[src/rtl/truth_table_pkg.sv]
// Shared types and helpers for the truth-table sweeper: FSM states, code geometry,
// and the combination-index to code-bit mapping.
package truth_table_pkg;

  localparam int TT_CODE_W = 8;
  localparam int TT_N_IN   = 3;

  typedef enum logic [2:0] {
    ST_IDLE,
    ST_SETTLE,
    ST_SAMPLE,
    ST_ADVANCE,
    ST_DONE
  } tt_state_e;

  // Combination 000 lands in the MSB so the code reads like a case-table literal.
  function automatic logic [TT_N_IN-1:0] tt_bit_index(input logic [TT_N_IN-1:0] k);
    return 3'd7 - k;
  endfunction

endpackage

[src/rtl/truth_table_sweeper_voter.sv]
// Sample voter: 2-flop synchronizer on the async DUT output, a ones counter and a
// majority compare. clear zeroes the counter, enable accumulates one sample.
module tt_sample_voter #(
  parameter int SAMPLES = 3
) (
  input  logic clk,
  input  logic rst_n,
  input  logic clear,
  input  logic enable,
  input  logic dut_out,
  output logic resolve
);

  localparam int CW = $clog2(SAMPLES + 1);

  logic          sync_p0;
  logic          sync_p1;
  logic [CW-1:0] ones;

  always_ff @(posedge clk or negedge rst_n) begin
    if (!rst_n) begin
      sync_p0 <= 1'b0;
      sync_p1 <= 1'b0;
      ones    <= '0;
    end else begin
      sync_p0 <= dut_out;
      sync_p1 <= sync_p0;
      if (clear) begin
        ones <= '0;
      end else if (enable) begin
        ones <= ones + CW'(sync_p1);
      end
    end
  end

  assign resolve = (ones > CW'(SAMPLES / 2));

endmodule

[src/rtl/truth_table_sweeper.sv]
// Walks a 3-input gate through all eight input combinations, majority-votes each
// settled output and reports the resulting truth-table code against an expected one.
module truth_table_sweeper
  import truth_table_pkg::*;
#(
  parameter int SETTLE_CYCLES = 4,
  parameter int SAMPLES       = 3
) (
  input  logic                 clk,
  input  logic                 rst_n,
  input  logic                 start,
  input  logic [TT_CODE_W-1:0] expected,
  output logic                 in1,
  output logic                 in2,
  output logic                 in3,
  input  logic                 dut_out,
  output logic                 busy,
  output logic                 done,
  output logic [TT_CODE_W-1:0] code,
  output logic                 match,
  output logic [TT_CODE_W-1:0] mismatch_mask
);

  localparam int SW = $clog2(SETTLE_CYCLES);
  localparam int MW = (SAMPLES > 1) ? $clog2(SAMPLES) : 1;

  tt_state_e            state, state_nxt;
  logic [SW-1:0]        settle_cnt;
  logic [MW-1:0]        sample_cnt;
  logic [TT_N_IN-1:0]   k;
  logic [TT_CODE_W-1:0] exp_q;
  logic [TT_CODE_W-1:0] acc;
  logic [TT_CODE_W-1:0] acc_nxt;
  logic                 accept;
  logic                 v_clear;
  logic                 v_en;
  logic                 vote;

  tt_sample_voter #(.SAMPLES(SAMPLES)) u_voter (
    .clk     (clk),
    .rst_n   (rst_n),
    .clear   (v_clear),
    .enable  (v_en),
    .dut_out (dut_out),
    .resolve (vote)
  );

  always_ff @(posedge clk or negedge rst_n) begin
    if (!rst_n) state <= ST_IDLE;
    else        state <= state_nxt;
  end

  always_comb begin
    state_nxt = state;
    accept    = 1'b0;
    v_clear   = 1'b0;
    v_en      = 1'b0;
    case (state)
      ST_IDLE, ST_DONE: begin
        state_nxt = ST_IDLE;
        if (start) begin
          accept    = 1'b1;
          state_nxt = ST_SETTLE;
        end
      end
      ST_SETTLE: begin
        if (settle_cnt == '0) begin
          v_clear   = 1'b1;
          state_nxt = ST_SAMPLE;
        end
      end
      ST_SAMPLE: begin
        v_en = 1'b1;
        if (sample_cnt == '0) state_nxt = ST_ADVANCE;
      end
      ST_ADVANCE: state_nxt = (k == 3'd7) ? ST_DONE : ST_SETTLE;
      default:    state_nxt = ST_IDLE;
    endcase
  end

  always_comb begin
    acc_nxt                  = acc;
    acc_nxt[tt_bit_index(k)] = vote;
  end

  // Sweep datapath: counters, combination index, shift-in of voted bits
  always_ff @(posedge clk or negedge rst_n) begin
    if (!rst_n) begin
      settle_cnt    <= '0;
      sample_cnt    <= '0;
      k             <= '0;
      exp_q         <= '0;
      acc           <= '0;
      code          <= '0;
      match         <= 1'b0;
      mismatch_mask <= '0;
    end else if (accept) begin
      exp_q      <= expected;
      acc        <= '0;
      k          <= '0;
      settle_cnt <= SW'(SETTLE_CYCLES - 1);
    end else begin
      case (state)
        ST_SETTLE: begin
          if (settle_cnt == '0) sample_cnt <= MW'(SAMPLES - 1);
          else                  settle_cnt <= settle_cnt - 1'b1;
        end
        ST_SAMPLE: begin
          if (sample_cnt != '0) sample_cnt <= sample_cnt - 1'b1;
        end
        ST_ADVANCE: begin
          acc <= acc_nxt;
          if (k == 3'd7) begin
            code          <= acc_nxt;
            match         <= (acc_nxt == exp_q);
            mismatch_mask <= acc_nxt ^ exp_q;
          end else begin
            k          <= k + 3'd1;
            settle_cnt <= SW'(SETTLE_CYCLES - 1);
          end
        end
        default: ;
      endcase
    end
  end

  assign busy = (state == ST_SETTLE) || (state == ST_SAMPLE) || (state == ST_ADVANCE);
  assign done = (state == ST_DONE);
  assign {in1, in2, in3} = busy ? k : 3'b000;

endmodule

[config.mk]
export PLATFORM = sky130hd
export DESIGN_NAME = truth_table_sweeper
export DESIGN_NICKNAME = d
export VERILOG_FILES = /design/src/rtl/truth_table_pkg.sv /design/src/rtl/truth_table_sweeper_voter.sv /design/src/rtl/truth_table_sweeper.sv
export SDC_FILE = /design/constraint.sdc
export NUM_CORES = 1
export LEC_CHECK = 0
export CORE_ASPECT_RATIO = 1.1
export CORE_MARGIN = 5
export CORE_UTILIZATION = 53
export CTS_CLUSTER_SIZE = 12
export DETAILED_ROUTE_END_ITERATION = 10
export PLACE_DENSITY = 0.76
export SYNTH_ARGS = -nofsm -noshare
export SYNTH_HDL_FRONTEND = slang
export SYNTH_SLANG_ARGS = --single-unit
export TNS_END_PERCENT = 20
[constraint.sdc]
create_clock -name clk -period 2.6 [get_ports clk]
set_clock_uncertainty 0.2 [all_clocks]
set_input_delay 0.52 -clock clk [delete_from_list [all_inputs] [get_ports clk]]
set_output_delay 0.52 -clock clk [all_outputs]
set_load 0.01 [all_outputs]
==> summary.txt <==
hold_buf cts -> 0
worst-margin pin slew -> 553 ps
core box area -> 3990 um2
setup TNS -> 0 ps
critical path class -> reg -> out
slowest stage delay, CP -> 580 ps
power share of the combinational group -> 0.342
Crit-path slowest cell -> clkdlybuf4s50_1
All-Layer GR Usage -> 0.172
unique cell type count in the Yosys netlist -> 34
Final Cycle Share -> 0.961
largest net degree at the start of global routing -> 25
clk buf depth -> 2
Die ar. -> 5560 um2
H-tree depth -> 2
final net count -> 239
share of cells above drive strength 1 -> 0.184
DR iter-0 viols -> 34
Net Sw Frac -> 0.351
Total Routed Length -> 4260 um
final count of pins violating max slew -> 0
min cycle time layout -> 2500 ps
Synth Register Bits -> 46
switching power -> 0.786 mW
status -> finished with violations
IR drop worst, VDD -> 0.660 mV
Avg Inst Size Synth -> 11.7 um2
GP Congestion -> 0.859
fin cells -> 275
first-pass GRT wire length -> 7490 um
Startpoint Class -> flop
CTS Sinks -> 46
max-cap violations -> 0
dpl hpwl -> 3230 um
antenna violations before repair -> 0
# setup viols final -> 0
DR WL/cell -> 15.5 um
drt drc -> 0
die height -> 77.7 um
final hold slack -> -7.77 ps
WP buf/inv -> 2
CTS Root Cell -> clkbuf_8
Syn Std Cell Area -> 2210 um2
worst-path maximum fanout -> 9
Synth Instances -> 189
Vias -> 1,507
I/O pins -> 34
# port buffers -> 33
Clk pin slew, worst setup/hold paths -> 90 ps
WP data arrival -> 1780 ps
dpl cells -> 267
ANT nets after route -> 0
P&R area growth vs syn -> 21.0%
# diodes -> 0
sequential share of power -> 0.468
crit-path cells -> inv_1, nor3_1, clkdlybuf4s50_1
CTS tree -> done
leakage power -> 1.23 nW
Horiz. Die Dim -> 71.5 um
initial core utilization -> 0.553
HP Class -> in -> async
vias per inst -> 5.48
row count -> 24
fmax -> 400 MHz
DRT Pass-1 Iters -> 4
sequential-to-total area share from yosys stat -> 0.521
synth warn -> 0
RSZ-0062 raised after global routing -> no
Clk pwr share -> 0.190
Pwr Density -> 839 nW/um2
Pint -> 1.46 mW
Layout fillers -> 302
Synthesized Nets -> 206
TritonCTS buffer count -> 5
failing checks -> hold timing
final hold violation count -> 13
CP endpoint kind -> output port
critical path's top delay family -> buffers and inverters
total gr overflow -> 0
Skew-Pair Late Insertion Delay -> 300 ps
worst rel slew slack -> 0.626
vias in the first global route -> 1,640
critical path required time -> 1880 ps
-- cell usage after synthesis --
master | n | share of area
mux2i_1 | 9 | 0.041
nand2b_1 | 1 | 0.0028
buf_6 | 1 | 0.0051
buf_2 | 2 | 0.0045
clkbuf_1 | 6 | 0.010
ha_1 | 5 | 0.028
nor3_1 | 4 | 0.0091
and2_1 | 6 | 0.017
buf_4 | 2 | 0.0068
o31ai_1 | 2 | 0.0068
nor4b_1 | 1 | 0.0040
a21boi_0 | 1 | 0.0034
nor2b_1 | 1 | 0.0028
inv_1 | 6 | 0.010
nand3b_2 | 1 | 0.0051
and3_1 | 1 | 0.0028
nor2_1 | 9 | 0.015
nand3_1 | 2 | 0.0045
o2bb2ai_1 | 2 | 0.0079
o21ai_0 | 10 | 0.023
xnor2_1 | 8 | 0.032
nand3b_4 | 3 | 0.027
nand2_1 | 16 | 0.027
dfrtp_1 | 46 | 0.52
a21oi_1 | 8 | 0.018
mux2_2 | 22 | 0.11
nand3b_1 | 1 | 0.0034
o22ai_2 | 1 | 0.0057
a22o_1 | 4 | 0.016
nor3b_1 | 3 | 0.010
or4_1 | 2 | 0.0068
o21a_1 | 1 | 0.0034
o21bai_1 | 1 | 0.0034
a22oi_1 | 1 | 0.0034
-- cell families (layout without fill, tap and decap cells) --
group | Yosys count | count (layout) | synth area share
fa+ha+maj | 5 | 5 | 0.0283
flops | 46 | 46 | 0.521
simple gates | 51 | 51 | 0.138
mux | 31 | 31 | 0.153
buf+inv | 17 | 51 | 0.0368
compound gates | 31 | 31 | 0.0907
xor+xnor | 8 | 8 | 0.0317
-- worst paths after layout --
| check | from | end | slack, ps | depth (start not counted) |
|---|---|---|---|---|
| worst max-delay path | state[2] | done | 100 | 3 |
| worst min-delay path | rst_n | acc[6] | -8 | 1 |
| worst max register to register | k[0] | match | 290 | 5 |
| worst min register to register | u_voter.sync_p0 | u_voter.sync_p1 | 160 | 0 |
| min in group clk | u_voter.sync_p0 | u_voter.sync_p1 | 160 | 0 |
| max in group asynchronous | rst_n | state[1] | 1690 | 2 |
-- sequential cells by signal (all words and copies together), names as in the netlist --
signal           flops
u_voter.sync_p0      1
acc                  7
state                3
u_voter.ones         2
code                 8
mismatch_mask        8
match                1
sample_cnt           2
settle_cnt           2
exp_q                8
u_voter.sync_p1      1
k                    3
-- repair_timing --
| action | 4_1_cts | 5_1_grt |
|---|---|---|
| endpoints found under the setup margin | 0 | 3 |
| buffers inserted | 0 | 0 |
| resized for setup | 0 | 2 |
-- metrics by stage --
stage | worst slack, ps | cell area, um2 | total power [mW] | hold WS [ps] | util
2_1_floorplan | 504 | 2210 | 1.60 | 24.4 | -
3_3_place_gp | 371 | 2580 | 1.78 | 141 | 0.647
3_5_place_dp | 310 | 2580 | 1.83 | 143 | 0.647
4_1_cts | 82.9 | 2670 | 2.26 | 8.35 | 0.668
5_1_grt | 22.3 | 2670 | 2.41 | 31.5 | 0.669
6_report | 101 | 2670 | 2.24 | -7.77 | 0.669
-- cell type report --
type / instances / area [um2] / area share
clock inverter: 2 / 13.8 / 0.00515
clock buffer: 6 / 72.6 / 0.0272
multi-input combinational: 126 / 976 / 0.365
tap: 52 / 65.1 / 0.0244
timing repair buffer: 37 / 368 / 0.138
sequential: 46 / 1150 / 0.432
inverter: 6 / 22.5 / 0.00843
-- power groups by stage --
stage / registers (mW) / logic (mW) / clock network, mW
floorplan: 0.961 / 0.635 / 0
global placement: 1.04 / 0.734 / 0
detailed placement: 1.06 / 0.767 / 0
CTS: 1.05 / 0.775 / 0.436
global route: 1.07 / 0.856 / 0.476
finish: 1.05 / 0.766 / 0.426
-- placed cells by master, fill, tap and decap left out, types with 2 or more instances in the layout --
cell	synthesis	final
nor3_1	4	4
a21oi_1	8	8
dfrtp_2	0	2
ha_1	5	5
a22o_1	4	4
inv_1	6	6
xnor2_1	8	8
mux2i_1	9	9
nand3b_4	3	3
clkdlybuf4s50_1	0	32
and2_1	6	6
buf_4	2	3
o21ai_0	10	10
nand3_1	2	2
dfrtp_1	46	44
nor2_1	9	9
or4_1	2	2
o2bb2ai_1	2	2
mux2_2	22	22
clkbuf_8	0	5
o31ai_1	2	2
nor3b_1	3	3
nand2_1	16	16
-- routing by layer --
layer  routed length, um  GRT usage  up-vias
met1                1800      0.199      746
met4                  73     0.0733        0
met3                 185     0.0465        8
met2                2200      0.297       32
met5                   0          0        -
li1                    -          -      721
(Power assumes the default switching activity.)
